===== config.mk =====
export PLATFORM = sky130hd
export DESIGN_NAME = stream_word_gen
export DESIGN_NICKNAME = d
export VERILOG_FILES = /design/src/rtl/stream_word_gen.sv
export SDC_FILE = /design/constraint.sdc
export NUM_CORES = 1
export LEC_CHECK = 0
export CORE_MARGIN = 2
export CORE_UTILIZATION = 28
export CTS_CLUSTER_DIAMETER = 40
export CTS_CLUSTER_SIZE = 14
export DETAILED_ROUTE_END_ITERATION = 8
export RECOVER_POWER = 100
export SYNTH_ARGS = -nofsm -noshare
export SYNTH_HDL_FRONTEND = slang
export SYNTH_SLANG_ARGS = --single-unit

===== constraint.sdc =====
create_clock -name ap_clk -period 2.58 [get_ports ap_clk]
set_input_delay 0.387 -clock ap_clk [delete_from_list [all_inputs] [get_ports ap_clk]]
set_output_delay 0.387 -clock ap_clk [all_outputs]
set_load 0.005 [all_outputs]

===== src/rtl/stream_word_gen.sv =====
// rtl/stream_word_gen.sv - ap_ctrl_hs stream source emitting an arithmetic word sequence
//
// Once started, emits NUM_WORDS words START_VALUE, START_VALUE+STEP, ...
// (modulo 2^32) on an ap_hs output stream, honouring downstream backpressure.
// It then pulses ap_done/ap_ready and returns to idle.
//
// Ports:
//   ap_clk               single clock, rising edge
//   ap_rst               synchronous reset, active-high
//   ap_start             start request, sampled only while idle
//   ap_done              one-cycle pulse after the last word is accepted
//   ap_idle              high while idle (decoded from state)
//   ap_ready             one-cycle pulse, coincident with ap_done
//   Output_1_V_V         stream data word
//   Output_1_V_V_ap_vld  stream data valid
//   Output_1_V_V_ap_ack  downstream accept
module stream_word_gen #(
  parameter int unsigned NUM_WORDS   = 1024,
  parameter logic [31:0] START_VALUE = 32'h0000_0000,
  parameter logic [31:0] STEP        = 32'h0000_0001
) (
  input  logic        ap_clk,
  input  logic        ap_rst,
  input  logic        ap_start,
  output logic        ap_done,
  output logic        ap_idle,
  output logic        ap_ready,
  output logic [31:0] Output_1_V_V,
  output logic        Output_1_V_V_ap_vld,
  input  logic        Output_1_V_V_ap_ack
);

  localparam int unsigned      CNT_W    = $clog2(NUM_WORDS + 1);
  localparam logic [CNT_W-1:0] LAST_IDX = CNT_W'(NUM_WORDS - 1);
  localparam logic [CNT_W-1:0] CNT_ONE  = CNT_W'(1);

  typedef enum logic {
    IDLE = 1'b0,
    SEND = 1'b1
  } state_t;

  state_t           state_q, state_d;
  logic [CNT_W-1:0] cnt_q, cnt_d;
  logic [31:0]      data_q, data_d;
  logic             vld_q, vld_d;
  logic             done_q, done_d;

  // All outputs except ap_idle come straight from registers, so no input
  // reaches an output combinationally.
  always_comb begin
    state_d = state_q;
    cnt_d   = cnt_q;
    data_d  = data_q;
    vld_d   = vld_q;
    done_d  = 1'b0;
    case (state_q)
      IDLE: begin
        vld_d = 1'b0;
        // ap_start is sampled here even in the cycle ap_done is high, which
        // gives the one-cycle gap between back-to-back runs.
        if (ap_start) begin
          state_d = SEND;
          cnt_d   = '0;
          data_d  = START_VALUE;
          vld_d   = 1'b1;
        end
      end
      SEND: begin
        if (Output_1_V_V_ap_ack) begin
          if (cnt_q == LAST_IDX) begin
            // Last word accepted: data holds its final value.
            state_d = IDLE;
            vld_d   = 1'b0;
            done_d  = 1'b1;
          end else begin
            cnt_d  = cnt_q + CNT_ONE;
            data_d = data_q + STEP;
          end
        end
      end
      default: begin
        state_d = IDLE;
        vld_d   = 1'b0;
      end
    endcase
  end

  always_ff @(posedge ap_clk) begin
    if (ap_rst) begin
      state_q <= IDLE;
      cnt_q   <= '0;
      data_q  <= 32'h0000_0000;
      vld_q   <= 1'b0;
      done_q  <= 1'b0;
    end else begin
      state_q <= state_d;
      cnt_q   <= cnt_d;
      data_q  <= data_d;
      vld_q   <= vld_d;
      done_q  <= done_d;
    end
  end

  assign ap_idle             = (state_q == IDLE);
  assign ap_done             = done_q;
  assign ap_ready            = done_q;
  assign Output_1_V_V        = data_q;
  assign Output_1_V_V_ap_vld = vld_q;

endmodule


After elaboration in Yosys (flattened, before gate mapping):

Cells that the tools add are included.

* input bits: 4
* word-level logic and storage cells: 33
* register bits after elaboration: 46

* equality and inequality tests: 5
* multiplexer cells: 16
* add/subtract/negate cells: 2
* reductions and logical operators: 3
* bitwise logic cells: 2

Operators by type and width (count)
* 32-bit two-way mux: 3
* 32-bit one-hot mux with 2 select lines: 1
* 11-bit two-way mux: 3
* 32-bit by 1-bit adder with 32-bit output (second input constant): 1
* 11-bit one-hot mux with 2 select lines: 1
* 11-bit by 1-bit adder with 11-bit output (second input constant): 1
* 11-bit by 10-bit == test with 1-bit output (second input constant): 1
* 1-bit two-way mux: 6
* 2-bit != test (second input constant): 3
* 1-bit one-hot mux with 2 select lines: 2
* 3-bit AND reduction: 1
* 3-bit OR reduction: 1
* 2-bit by 1-bit != test with 1-bit output (second input constant): 1
* 1-bit inverter: 2
* 2-bit AND reduction: 1

Longest topological paths before layout:

* word-level depth: 4
* gate-level depth with buffers: 8

Worst setup path after synthesis:

OpenSTA, ideal clock, no wires.

* kind: reg2reg
* start: reg cnt_q[0]
* end: reg data_q[25] (netlist: Output_1_V_V[25])
* data required time: 2509 ps
* clock period less this slack: 1991 ps
* arrival: 1920 ps
* setup time: 71 ps
* path slack: 589 ps
* cell stages (with the launch flop): 9
* buffers on the path: 2
* path through: dfxtp_1 -> ha_1 -> nand4_1 -> o41a_1 -> buf_2 -> nor2_2 -> buf_2 -> o31ai_1 -> a21oi_1

* longest elaborated chain between the ends: 3

Ends and longest elaborated chain
* start: declaration: RTL line 43 `logic [CNT_W-1:0] cnt_q, cnt_d;`
* start signal: assignment: RTL line 97 `cnt_q <= cnt_d;`
* 11-bit by 10-bit == test with 1-bit output: RTL line 70 `if (cnt_q == LAST_IDX) begin`
* 2-bit != test (no source line)
* 3-bit AND reduction (no source line)
* end signal: assignment: RTL line 98 `data_q <= data_d;`
* end: declaration: RTL line 44 `logic [31:0] data_q, data_d;`

Every way passes these cells.
A chain may end at the register's enable or synchronous reset.

Final worst setup path:

* start: reg cnt_q[0]
* end: reg data_q[5] (netlist: Output_1_V_V[5])

The elaborated chain is that of the path after synthesis.

==> results.sh <==
export IMPL_synth_seq_cells=46
export IMPL_vias=2345
export IMPL_r2r_start="cnt_q[0]"
export IMPL_io_pins=40
export IMPL_grt_pass1_wl_um=10900
export IMPL_max_slew_worst_pin_slew_ns=0.656
export IMPL_synth_flop_cell="dfxtp_1"
export IMPL_clk_latency_ns=0.30
export IMPL_yosys_area_top_type="dfxtp_1"
export IMPL_skew_ns=0.00944
export IMPL_fin_crit_ns=2.34
export IMPL_drtIter0Drc=161
export IMPL_synth_edf_count=0
export IMPL_cts_tree="built"
export IMPL_power_mw=1.35
export IMPL_die_h_um=94.8
export IMPL_worstPathMaxFanout=18
export IMPL_status="finished clean"
export IMPL_whs_ns=0.481
export IMPL_final_cell_mix="46 x dfxtp_1, 35 x dlygate4sd3_1, 34 x a21oi_1"
export IMPL_critPathLaunchType="register"
export IMPL_final_common_cell="dfxtp_1"
export IMPL_maxSlewViolCount=0
export IMPL_synthDistinctLibCells=46
export IMPL_regToRegEndpoint="Output_1_V_V[5]"
export IMPL_syn_area_per_cell_um2=8.12
export IMPL_cts_made_buffers=5
export IMPL_startpoint="cnt_q[0]"
export IMPL_hold_path_class="register to register"
export IMPL_synth_area_top_cells="dfxtp_1 40%, a21oi_1 7.4%, nor2_1 4.7%, nand3_1 4.6%, a311oi_1 3.4%"
export IMPL_drc=0
export IMPL_hold_buffers=0
export IMPL_post_cts_buffers=0
export IMPL_drt_antenna_violating_nets=0
export IMPL_start_util=0.285
export IMPL_yosysWarnings=0
export IMPL_async_flop_share=0
export IMPL_syn_nets=290
export IMPL_dieArea_um2=8980
export IMPL_rsz0062_at_grt="no"
export IMPL_required_ns=2.83
export IMPL_wire_per_inst_um=15.1
export IMPL_whs_path_depth=2
export IMPL_maxCapViolations=0
export IMPL_fin_crit_sh=0.905
export IMPL_setup_slack_ns=0.244
export IMPL_fin_util=0.366
export IMPL_hpwl_um=4750
export IMPL_cts_resized=0
export IMPL_setup_tns_ns=0
export IMPL_power_density_nw_per_um2=455
export IMPL_clockBufferDepth=2
export IMPL_max_slew_margin=0.552
export IMPL_synth_top_area_share=0.399
export IMPL_syn2layout_area_growth_pct=28.4
export IMPL_antenna_found_initial=0
export IMPL_r2r_cells=8
export IMPL_cts_root_buffer="clkbuf_8"
export IMPL_setup_viol=0
export IMPL_rrSetupSlack_ns=0.24
export IMPL_clkSlewWorstSetupHoldPaths_ns=0.09
export IMPL_coreArea_um2=8090
export IMPL_vdd_drop_max_mv=0.197
export IMPL_dp_slack_ns=0.309
export IMPL_vias_per_cell=5.40
export IMPL_dr_pass1_iters=4
export IMPL_synth_cells=284
export IMPL_syn_cell_area_um2=2310
export IMPL_grt_pass1_vias=2175
export IMPL_finalHoldViolCount=0
export IMPL_end_kind="register"
export IMPL_final_nets=334
export IMPL_power_leakage_nw=1.02
export IMPL_gr_total_overflow=0
export IMPL_row_count=33
export IMPL_die_w_um=94.8
export IMPL_antenna_cells=0
export IMPL_cp_arrival_ns=2.58
export IMPL_grt_use_total=0.155
export IMPL_clock_sinks=46
export IMPL_ys_seq_area_frac=0.399
export IMPL_drive_gt1_frac=0.100
export IMPL_wl_um=6570
export IMPL_fmax_ghz=0.428
export IMPL_globalplace_congestion=0.836
export IMPL_cts_max_level=2
export IMPL_io_buffer_count=39
export IMPL_grt_max_degree=19
export IMPL_fillers=864
export IMPL_crit_type="register to register"
export IMPL_min_delay_start="Output_1_V_V_ap_vld"
export IMPL_hold_end="Output_1_V_V_ap_vld"
flip-flops by register name, summed over array words and instances, names as in the netlist:
register,cells
Output_1_V_V_ap_vld,1
state_q,1
Output_1_V_V,32
ap_done,1
cnt_q,11
layer usage:
metal | vias up | track usage | wire [um]
li1 | 1166 | - | -
met1 | 1100 | 0.213 | 3080
met2 | 71 | 0.238 | 3050
met3 | 8 | 0.0375 | 344
met4 | 0 | 0.0507 | 93
met5 | - | 0 | 0
through the flow:
stage	instance area (um^2)	cells
2_1_floorplan	2310	284
3_3_place_gp	2870	426
3_5_place_dp	2870	426
4_1_cts	2970	434
5_1_grt	2960	434
6_report	2960	434
Yosys cell counts, types with 3 or more instances:
cell type   n
buf_2       3
inv_1       7
nand3_1    21
nor3_1      3
o21ai_0    12
xnor2_1     4
or3_1       3
dfxtp_1    46
clkbuf_1   11
a31oi_1    10
and4_1      3
nand2b_1    5
nand4_1     6
a311oi_1    9
and2_1      4
nor2_1     29
nand2_1    20
a21oi_1    34
a41oi_1     7
o31ai_1     9
or4_1       6
where the power goes:
| part | internal [mW] | leakage (nW) | switching (mW) |
|---|---|---|---|
| registers | 0.714 | 0.371 | 0.00627 |
| logic | 0.0404 | 0.599 | 0.0805 |
| clock network | 0.246 | 0.0544 | 0.261 |
| total | 1.00 | 1.02 | 0.348 |
logic make-up (layout without fill, tap and decap cells):
kind of cell | Yosys count | count (layout) | share of synthesized area
simple gates | 114 | 114 | 0.262
compound gates | 94 | 94 | 0.270
flops | 46 | 46 | 0.399
buf+inv | 24 | 69 | 0.0428
xor+xnor | 4 | 4 | 0.0152
fa+ha+maj | 2 | 2 | 0.0108
worst max path at each step:
stage | endpoint | slack [ns] | depth (start not counted)
final | Output_1_V_V[5] | 0.24 | 8
after global routing | Output_1_V_V[5] | 0.05 | 8
after CTS | cnt_q[3] | 0.28 | 7
after detailed placement | cnt_q[3] | 0.31 | 7
after global placement | Output_1_V_V[19] | 0.35 | 7
after floorplan | Output_1_V_V[25] | 0.59 | 8
final cells by class:
cell class	instances	area (um^2)	area share
clock buffer	7	96.3	0.0325
multi-input combinational	214	1290	0.435
sequential	46	921	0.311
inverter	7	26.3	0.00887
clock inverter	1	8.76	0.00296
timing repair buffer	54	492	0.166
tap	105	131	0.0443
critical path, stage by stage, from the launching register on:
cell	delay, ns
dfxtp_1	0.42
ha_1	0.26
nand4_1	0.13
o41a_1	0.44
buf_4	0.23
nor2_1	0.37
clkbuf_1	0.25
nor2_1	0.08
nor2_1	0.09
Note: power is estimated with default switching activity, not from simulation.
